### src/rtl/imm_split_pkg.sv
// Shared definitions for the immediate encoder and the matching extender:
// extension opcodes, encoder FSM states and the classifier result record.
package imm_split_pkg;

    localparam logic [1:0] EXT_SIGN = 2'b00;
    localparam logic [1:0] EXT_ZERO = 2'b01;
    localparam logic [1:0] EXT_LUI  = 2'b10;
    localparam logic [1:0] EXT_SHL2 = 2'b11;

    typedef enum logic [1:0] {
        StIdle,
        StHold,
        StHoldA
    } state_e;

    typedef struct packed {
        logic        pair;
        logic [1:0]  eop;
        logic [15:0] imm_hi;
        logic [15:0] imm_lo;
    } cls_t;

endpackage

### src/rtl/imm_split_if.sv
// Input constant stream plus encoded-beat output stream of imm_split.
interface imm_split_if;

    logic        in_valid;
    logic        in_ready;
    logic [31:0] in_data;
    logic        out_valid;
    logic        out_ready;
    logic [15:0] out_imm;
    logic [1:0]  out_eop;
    logic        out_last;
    logic        out_or;

    modport slave (
        input  in_valid, in_data, out_ready,
        output in_ready, out_valid, out_imm, out_eop, out_last, out_or
    );

    modport master (
        output in_valid, in_data, out_ready,
        input  in_ready, out_valid, out_imm, out_eop, out_last, out_or
    );

endinterface

### src/rtl/imm_classify.sv
// Picks the cheapest extender encoding for a 32-bit constant; falls back to an
// upper/lower pair when no single beat can reproduce it.
module imm_classify
    import imm_split_pkg::*;
#(
    parameter bit ENABLE_SHL2 = 1'b1
) (
    input  logic [31:0] data_i,
    output cls_t        cls_o
);

    logic sext16;
    logic sext18;

    assign sext16 = (data_i[31:15] == '0) || (data_i[31:15] == '1);
    assign sext18 = (data_i[31:17] == '0) || (data_i[31:17] == '1);

    always_comb begin
        cls_o        = '0;
        cls_o.imm_lo = data_i[15:0];
        if (sext16) begin
            cls_o.eop    = EXT_SIGN;
            cls_o.imm_hi = data_i[15:0];
        end else if (data_i[31:16] == '0) begin
            cls_o.eop    = EXT_ZERO;
            cls_o.imm_hi = data_i[15:0];
        end else if (data_i[15:0] == '0) begin
            cls_o.eop    = EXT_LUI;
            cls_o.imm_hi = data_i[31:16];
        end else if (ENABLE_SHL2 && (data_i[1:0] == 2'b00) && sext18) begin
            cls_o.eop    = EXT_SHL2;
            cls_o.imm_hi = data_i[17:2];
        end else begin
            cls_o.pair   = 1'b1;
            cls_o.eop    = EXT_LUI;
            cls_o.imm_hi = data_i[31:16];
        end
    end

endmodule

### src/rtl/imm_split.sv
// Streaming immediate encoder: one or two registered (imm, eop) beats per
// accepted constant, with the lower half of a pair latched for beat B.
module imm_split
    import imm_split_pkg::*;
#(
    parameter bit ENABLE_SHL2 = 1'b1
) (
    input  logic        clk_i,
    input  logic        reset_i,
    imm_split_if.slave  bus_io
);

    state_e      state_q;
    logic        out_valid_q;
    logic [15:0] out_imm_q;
    logic [1:0]  out_eop_q;
    logic        out_last_q;
    logic        out_or_q;
    logic [15:0] lo_q;
    cls_t        cls;
    logic        in_ready;
    logic        in_acc;

    imm_classify #(
        .ENABLE_SHL2(ENABLE_SHL2)
    ) u_classify (
        .data_i(bus_io.in_data),
        .cls_o (cls)
    );

    // A held single beat can be replaced in the same edge it is consumed.
    assign in_ready = (state_q == StIdle) || ((state_q == StHold) && bus_io.out_ready);
    assign in_acc   = bus_io.in_valid && in_ready;

    always_ff @(posedge clk_i) begin
        if (reset_i) begin
            state_q     <= StIdle;
            out_valid_q <= 1'b0;
            out_imm_q   <= '0;
            out_eop_q   <= EXT_SIGN;
            out_last_q  <= 1'b0;
            out_or_q    <= 1'b0;
            lo_q        <= '0;
        end else begin
            unique case (state_q)
                StIdle, StHold: begin
                    if (in_acc) begin
                        state_q     <= cls.pair ? StHoldA : StHold;
                        out_valid_q <= 1'b1;
                        out_imm_q   <= cls.imm_hi;
                        out_eop_q   <= cls.eop;
                        out_last_q  <= !cls.pair;
                        out_or_q    <= 1'b0;
                        lo_q        <= cls.imm_lo;
                    end else if ((state_q == StHold) && bus_io.out_ready) begin
                        state_q     <= StIdle;
                        out_valid_q <= 1'b0;
                    end
                end
                StHoldA: begin
                    if (bus_io.out_ready) begin
                        state_q    <= StHold;
                        out_imm_q  <= lo_q;
                        out_eop_q  <= EXT_ZERO;
                        out_last_q <= 1'b1;
                        out_or_q   <= 1'b1;
                    end
                end
                default: state_q <= StIdle;
            endcase
        end
    end

    assign bus_io.in_ready  = in_ready;
    assign bus_io.out_valid = out_valid_q;
    assign bus_io.out_imm   = out_imm_q;
    assign bus_io.out_eop   = out_eop_q;
    assign bus_io.out_last  = out_last_q;
    assign bus_io.out_or    = out_or_q;

endmodule

### src/flat_wrapper.sv
// flat-port wrapper written by rule: the top's interface ports become plain ports
module imm_split_flat import imm_split_pkg::*;
#(
    parameter bit ENABLE_SHL2 = 1'b1
)
  (clk_i, reset_i, bus_io_in_valid, bus_io_in_data, bus_io_out_ready, bus_io_in_ready, bus_io_out_valid, bus_io_out_imm, bus_io_out_eop, bus_io_out_last, bus_io_out_or);
  imm_split_if bus_io_i ();
  input  logic clk_i;
  input  logic reset_i;
  input wire logic [$bits(bus_io_i.in_valid)-1:0] bus_io_in_valid;
  input wire logic [$bits(bus_io_i.in_data)-1:0] bus_io_in_data;
  input wire logic [$bits(bus_io_i.out_ready)-1:0] bus_io_out_ready;
  output wire logic [$bits(bus_io_i.in_ready)-1:0] bus_io_in_ready;
  output wire logic [$bits(bus_io_i.out_valid)-1:0] bus_io_out_valid;
  output wire logic [$bits(bus_io_i.out_imm)-1:0] bus_io_out_imm;
  output wire logic [$bits(bus_io_i.out_eop)-1:0] bus_io_out_eop;
  output wire logic [$bits(bus_io_i.out_last)-1:0] bus_io_out_last;
  output wire logic [$bits(bus_io_i.out_or)-1:0] bus_io_out_or;
  assign bus_io_i.in_valid = bus_io_in_valid;
  assign bus_io_i.in_data = bus_io_in_data;
  assign bus_io_i.out_ready = bus_io_out_ready;
  assign bus_io_in_ready = bus_io_i.in_ready;
  assign bus_io_out_valid = bus_io_i.out_valid;
  assign bus_io_out_imm = bus_io_i.out_imm;
  assign bus_io_out_eop = bus_io_i.out_eop;
  assign bus_io_out_last = bus_io_i.out_last;
  assign bus_io_out_or = bus_io_i.out_or;
  imm_split #(.ENABLE_SHL2(ENABLE_SHL2)) u_core (.clk_i(clk_i), .reset_i(reset_i), .bus_io(bus_io_i));
endmodule
### config.mk
export PLATFORM = sky130hd
export DESIGN_NAME = imm_split_flat
export DESIGN_NICKNAME = d
export VERILOG_FILES = /design/src/rtl/imm_split_pkg.sv /design/src/rtl/imm_split_if.sv /design/src/rtl/imm_classify.sv /design/src/rtl/imm_split.sv /design/src/flat_wrapper.sv
export SDC_FILE = /design/constraint.sdc
export NUM_CORES = 1
export LEC_CHECK = 0
export ABC_AREA = 1
export BUFFER_PORTS_ARGS = -buffer_cell sky130_fd_sc_hd__buf_4
export CORE_MARGIN = 2
export CORE_UTILIZATION = 56
export DETAILED_ROUTE_END_ITERATION = 8
export GPL_TIMING_DRIVEN = 0
export PLACE_DENSITY = 0.92
export SYNTH_ARGS = -nofsm -noshare
export SYNTH_HDL_FRONTEND = slang
export SYNTH_HIERARCHICAL = 1
export SYNTH_SLANG_ARGS = --single-unit
### constraint.sdc
create_clock -name clk_i -period 2.2 [get_ports clk_i]
set_clock_uncertainty 0.15 [all_clocks]
set_input_delay 0.33 -clock clk_i [delete_from_list [all_inputs] [get_ports clk_i]]
set_output_delay 0.33 -clock clk_i [all_outputs]
set_load 0.02 [all_outputs]
; Yosys cells after proc, flatten, opt, wreduce, memory -nomap -nowiden
; Index checks and enable logic that the tools add are counted.
[word_totals]
reg_bits = 39
elab_cells = 59
output_inout_bits = 22
[classes]
eq_ne = 7
mux = 25
reduce_logical = 20
[ops]
columns = cell, n
row1 = 2-to-1 mux 18 bit, 2
row2 = 2-to-1 mux 17 bit, 2
row3 = zero test 16 bit, 2
row4 = 2-to-1 mux 16 bit, 2
row5 = one-hot mux 16 bit (2 select lines), 1
row6 = "== test 17 bit, second input constant", 1
row7 = zero test 17 bit, 1
row8 = "== test 15 bit, second input constant", 1
row9 = zero test 15 bit, 1
row10 = 2-to-1 mux 2 bit, 5
row11 = 2-to-1 mux 1 bit, 9
row12 = one-hot mux 2 bit (2 select lines), 2
row13 = AND reduction 2 bit, 3
row14 = zero test 2 bit, 2
row15 = one-hot mux 1 bit (2 select lines), 2
row16 = nonzero test 2 bit, 2
row17 = logical AND 1 bit, 3
row18 = logical OR 1 bit, 3
row19 = "inequality test 3 x 1 -> 1 bit, second input constant", 1
row20 = AND reduction 3 bit, 1
row21 = "== test 2 x 1 -> 1 bit, second input constant", 1
row22 = "== test 2 bit, second input constant", 1
row23 = "inequality test 2 x 1 -> 1 bit, second input constant", 1
row24 = "inequality test 2 bit, second input constant", 1
row25 = other kinds (2), 2

; Depth between registers and ports, before layout
[logic_depth]
depth_word = 10
depth_mapped = 15

; Cells and area by module
; Netlist, hierarchy kept.
[modules_own_cells]
columns = module, cells_each, area_each_um2, instances
row1 = imm_split, 244, 1757.9, 1
row2 = imm_classify, 197, 1097.3, 1

; Least setup slack after synthesis
; No wires, ideal clock.
[synth_path]
path_kind = input port to flip-flop
start = in bus_io_in_data[0]
end = reg u_core.out_imm_q[11] (netlist: u_core/bus_io.out_imm[11])
path_stages = 13
arrival_time_ns = 1.447
slack_ns = 0.490
setup_time_ns = 0.113
path_cell_list = nor2_4 nand3_2 nor2_4 nand2_4 nand3_4 buf_12 nand2_2 nand3_2 nand2_2 nand2_1 nand2_1 nor2_1 nor2_1
[synth_lines]
columns = item, line_no
row1 = from (decl), flat_wrapper.sv:11  ; input wire logic [$bits(bus_io_i.in_data)-1:0] bus_io_in_data;
row2 = to (signal assigned), imm_split.sv:50  ; out_imm_q <= cls.imm_hi;
row3 = to (signal assigned), imm_split.sv:63  ; out_imm_q <= lo_q;
row4 = to (decl), imm_split.sv:15  ; logic [15:0] out_imm_q;

; Worst setup path after layout
[layout_path]
start = reg u_core.state_q[0]
end = out bus_io_in_ready
[layout_between]
elab_chain_cells = 3
[layout_lines]
columns = item, line_no
row1 = from (decl), imm_split.sv:13  ; state_e state_q;
row2 = from (signal assigned), imm_split.sv:37  ; state_q <= StIdle;
row3 = from (signal assigned), imm_split.sv:48  ; state_q <= cls.pair ? StHoldA : StHold;
row4 = from (signal assigned), imm_split.sv:56  ; state_q <= StIdle;
row5 = == test 2 x 1 -> 1 bit, imm_split.sv:32  ; assign in_ready = (state_q == StIdle) || ((state_q == StHold) && bus_io.out_ready);
row6 = logical AND 1 bit, imm_split.sv:32
row7 = logical OR 1 bit (*), imm_split.sv:32
row8 = to (decl), flat_wrapper.sv:13  ; output wire logic [$bits(bus_io_i.in_ready)-1:0] bus_io_in_ready;
; Mark *: on every way between the ends. The rest lies on a longest branch, timed or not.

==> results.md <==
* Top area cells in the synthesized netlist: dfxtp_1 27%, nand2_1 17%, nor2_1 7.1%
* Synth warn at 6
* Dpl hpwl at 5300 um
* Total grt overflow at 0
* Yosys top cell area share at 0.273
* Vias in the first global route at 2739
* HP Class: primary input to flop
* Fin nets at 540
* Max Clk Rate at 0.521 GHz
* Final hold violations at 0
* Leak Pwr at 0.00180 uW
* Largest family of logic cells by synthesized area: simple AND/OR/NAND/NOR gates
* Adder-cell share of the synthesized area at 0
* Initial DRC Count at 198
* Compound-gate portion of the synthesized area at 0.0521
* Placed cells at 564
* Syn avg cell area at 6.47 um^2
* # setup viols final at 0
* GR Util met3 at 0.0423
* Port Buffer Count at 56
* PD cells at 522 nW/um^2
* Drt total wl at 6800 um
* Cell Count, Final, Fillers Out at 572
* Initial Util at 0.593
* # H-tree levels at 2
* Vias at 2930
* Slew margin rel. at 0.670
* Critical path class: flop to output port
* Post-layout util at 0.715
* ANT cells at 0
* CP Cell Sequence: a21oi_4, buf_2, buf_4
* DR vias/cell at 5.12
* Clock sink total at 39
* VDD IR max at 0.000370 V
* CTS root buf: clkbuf_8
* Drc violations at 0
* Crit path from: u_core/state_q[0]$_SDFFE_PP0P_
* CP peak stage delay at 400 ps
* R2R depth at 8
* Die Y at 75.4 um
* Worst path required time at 1720 ps
* Setup crit end kind: output port
* Startpoint Class: flop
* Mapped Cells at 441
* Met2 GRT Util at 0.454
* CTS Buf Count at 5
* Most common cell after layout, fill and taps aside: nand2_1
* Unique masters post-synth at 28
* FFs w/ async S/R, synth at 0
* CP max FO at 10
* Placer Congestion at 0.931
* First-pass GRT wire length at 11300 um
* TNS Setup at 0 ps
* Clock-pin slew on the worst setup and hold paths at 80 ps
* FP Rows at 25
* Yosys reg bits at 39
* Die X at 75.4 um
* Net count after synthesis at 477
* CTS max path bufs at 2
* Antenna violations before repair at 0
* Clk_lat worst skew at 290 ps
* Most frequent cells in the layout: 133 x nand2_1, 74 x buf_4, 54 x nor2_1
* Synth Area in Simple Gates at 0.513
* PostCTS Resize Cnt at 0
* Post-CTS Setup Bufs at 0
* Post-route ant nets at 0
* Worst EP arrival at 1440 ps
* Wire per inst at 11.9 um
* # hold bufs at CTS at 0
* Core area at 4820 um^2
* Share of cells above drive strength 1 at 0.283
* RR Startpoint: u_core/state_q[1]$_SDFFE_PP0P_
* Mapped cell area at 2860 um^2
* Ports at 58
* CTS tree: yes
* Crit-path slowest cell: dfxtp_1
* GRT busiest layer: met2
* Unrepaired setup endpoints after global routing: false
* Seq/Total Area, Yosys at 0.273
* Tightest Pin Transition at 495 ps
* Total GRT Usage at 0.253
* DRT Pass-1 Iters at 5
* Synth Flop Type: dfxtp_1
* XOR/XNOR Fraction of Synth Area at 0
* Tmin final at 1920 ps
* Fin. max-slew vios at 0
* Reg-to-Reg End: u_core/bus_io.out_imm[7]$_SDFFE_PP0P_
* Mux cell area share after synthesis at 0
* Die Footprint at 5690 um^2
* Maxcap violations at 0
* Tcrit/Tclk final at 0.872
* Area Overhead vs Synth at 20.6%
* Synth area leader: dfxtp_1
* Flop-to-flop setup slack at 530 ps
* EDFF count, synth at 0
* Met1 Usage GRT at 0.305
* Worst Setup EP: bus_io_in_ready
* Status: finished, final reports clean
* Largest net degree at the start of global routing at 13
* Hold WS at 75.3 ps
## logic make-up (layout without fill, tap and decap cells)
group                  Yosys count  count (layout)
DFF                             39              39
buffers and inverters           79             143
AOI/OAI and AO/OA               27              27
and+or+nand+nor                296             296
## stage by stage
step	worst slack [ps]	cell area (um^2)	power, uW
floorplan	490	2860	1140
global placement	196	3360	1330
detailed placement	171	3360	1340
CTS	287	3440	1800
global route	213	3440	1900
finish	281	3440	1800
## registers in the layout, summed over array words and instances (netlist names)
register / flops
u_core/bus_io.out_last: 1
u_core/bus_io.out_eop: 2
u_core/lo_q: 16
u_core/bus_io.out_valid: 1
u_core/bus_io.out_or: 1
u_core/state_q: 2
u_core/bus_io.out_imm: 16
## Yosys cell counts, types with 7 or more instances
cell,instances
inv_1,37
buf_4,18
nand3_1,35
buf_6,7
a21oi_1,23
nand4_1,15
nand3_2,11
nand2_2,20
nor2_1,54
nand2_1,133
dfxtp_1,39
nand3b_1,16
## metal layers
layer,wire length (um),part of all wire,vias to the layer above
met1,3010,0.44,1323
li1,-,-,1504
met5,0,0,-
met4,105,0.015,0
met3,388,0.057,12
met2,3290,0.48,91
## area by class of cell
| cell class | count | area (um^2) |
|---|---|---|
| flip-flops and latches | 39 | 781 |
| fillers | 430 | 1370 |
| repair buffers | 56 | 420 |
| inverters | 43 | 164 |
| plain buffers | 36 | 297 |
| well taps | 67 | 83.8 |
| multi-input cells | 323 | 1610 |
| clock inverters | 2 | 12.5 |
| clock buffers | 6 | 72.6 |
## where the power goes
part,internal [uW],leakage (uW),switching [uW]
clock network,221,0.0000412,249
logic,231,0.00144,302
registers,765,0.000322,30.6
## worst min-delay path by stage
stage / startpoint / to / slack [ps] / cells after the start
after floorplan: reset_i / u_core/lo_q[10]$_SDFFE_PP0P_ / 250 / 1
after global placement: u_core/lo_q[10]$_SDFFE_PP0P_ / u_core/lo_q[10]$_SDFFE_PP0P_ / 300 / 2
after detailed placement: u_core/lo_q[15]$_SDFFE_PP0P_ / u_core/lo_q[15]$_SDFFE_PP0P_ / 310 / 2
after CTS: reset_i / u_core/lo_q[10]$_SDFFE_PP0P_ / 70 / 2
after global routing: reset_i / u_core/lo_q[10]$_SDFFE_PP0P_ / 70 / 2
final: reset_i / u_core/lo_q[10]$_SDFFE_PP0P_ / 80 / 2
## critical path: cells and delay by family (launching register included)
family / cells / cell delay (ps)
flip-flops: 1 / 400
AO/OA/AOI/OAI: 1 / 310
buffers and inverters: 2 / 440
Note: power is estimated with default switching activity, not from simulation.
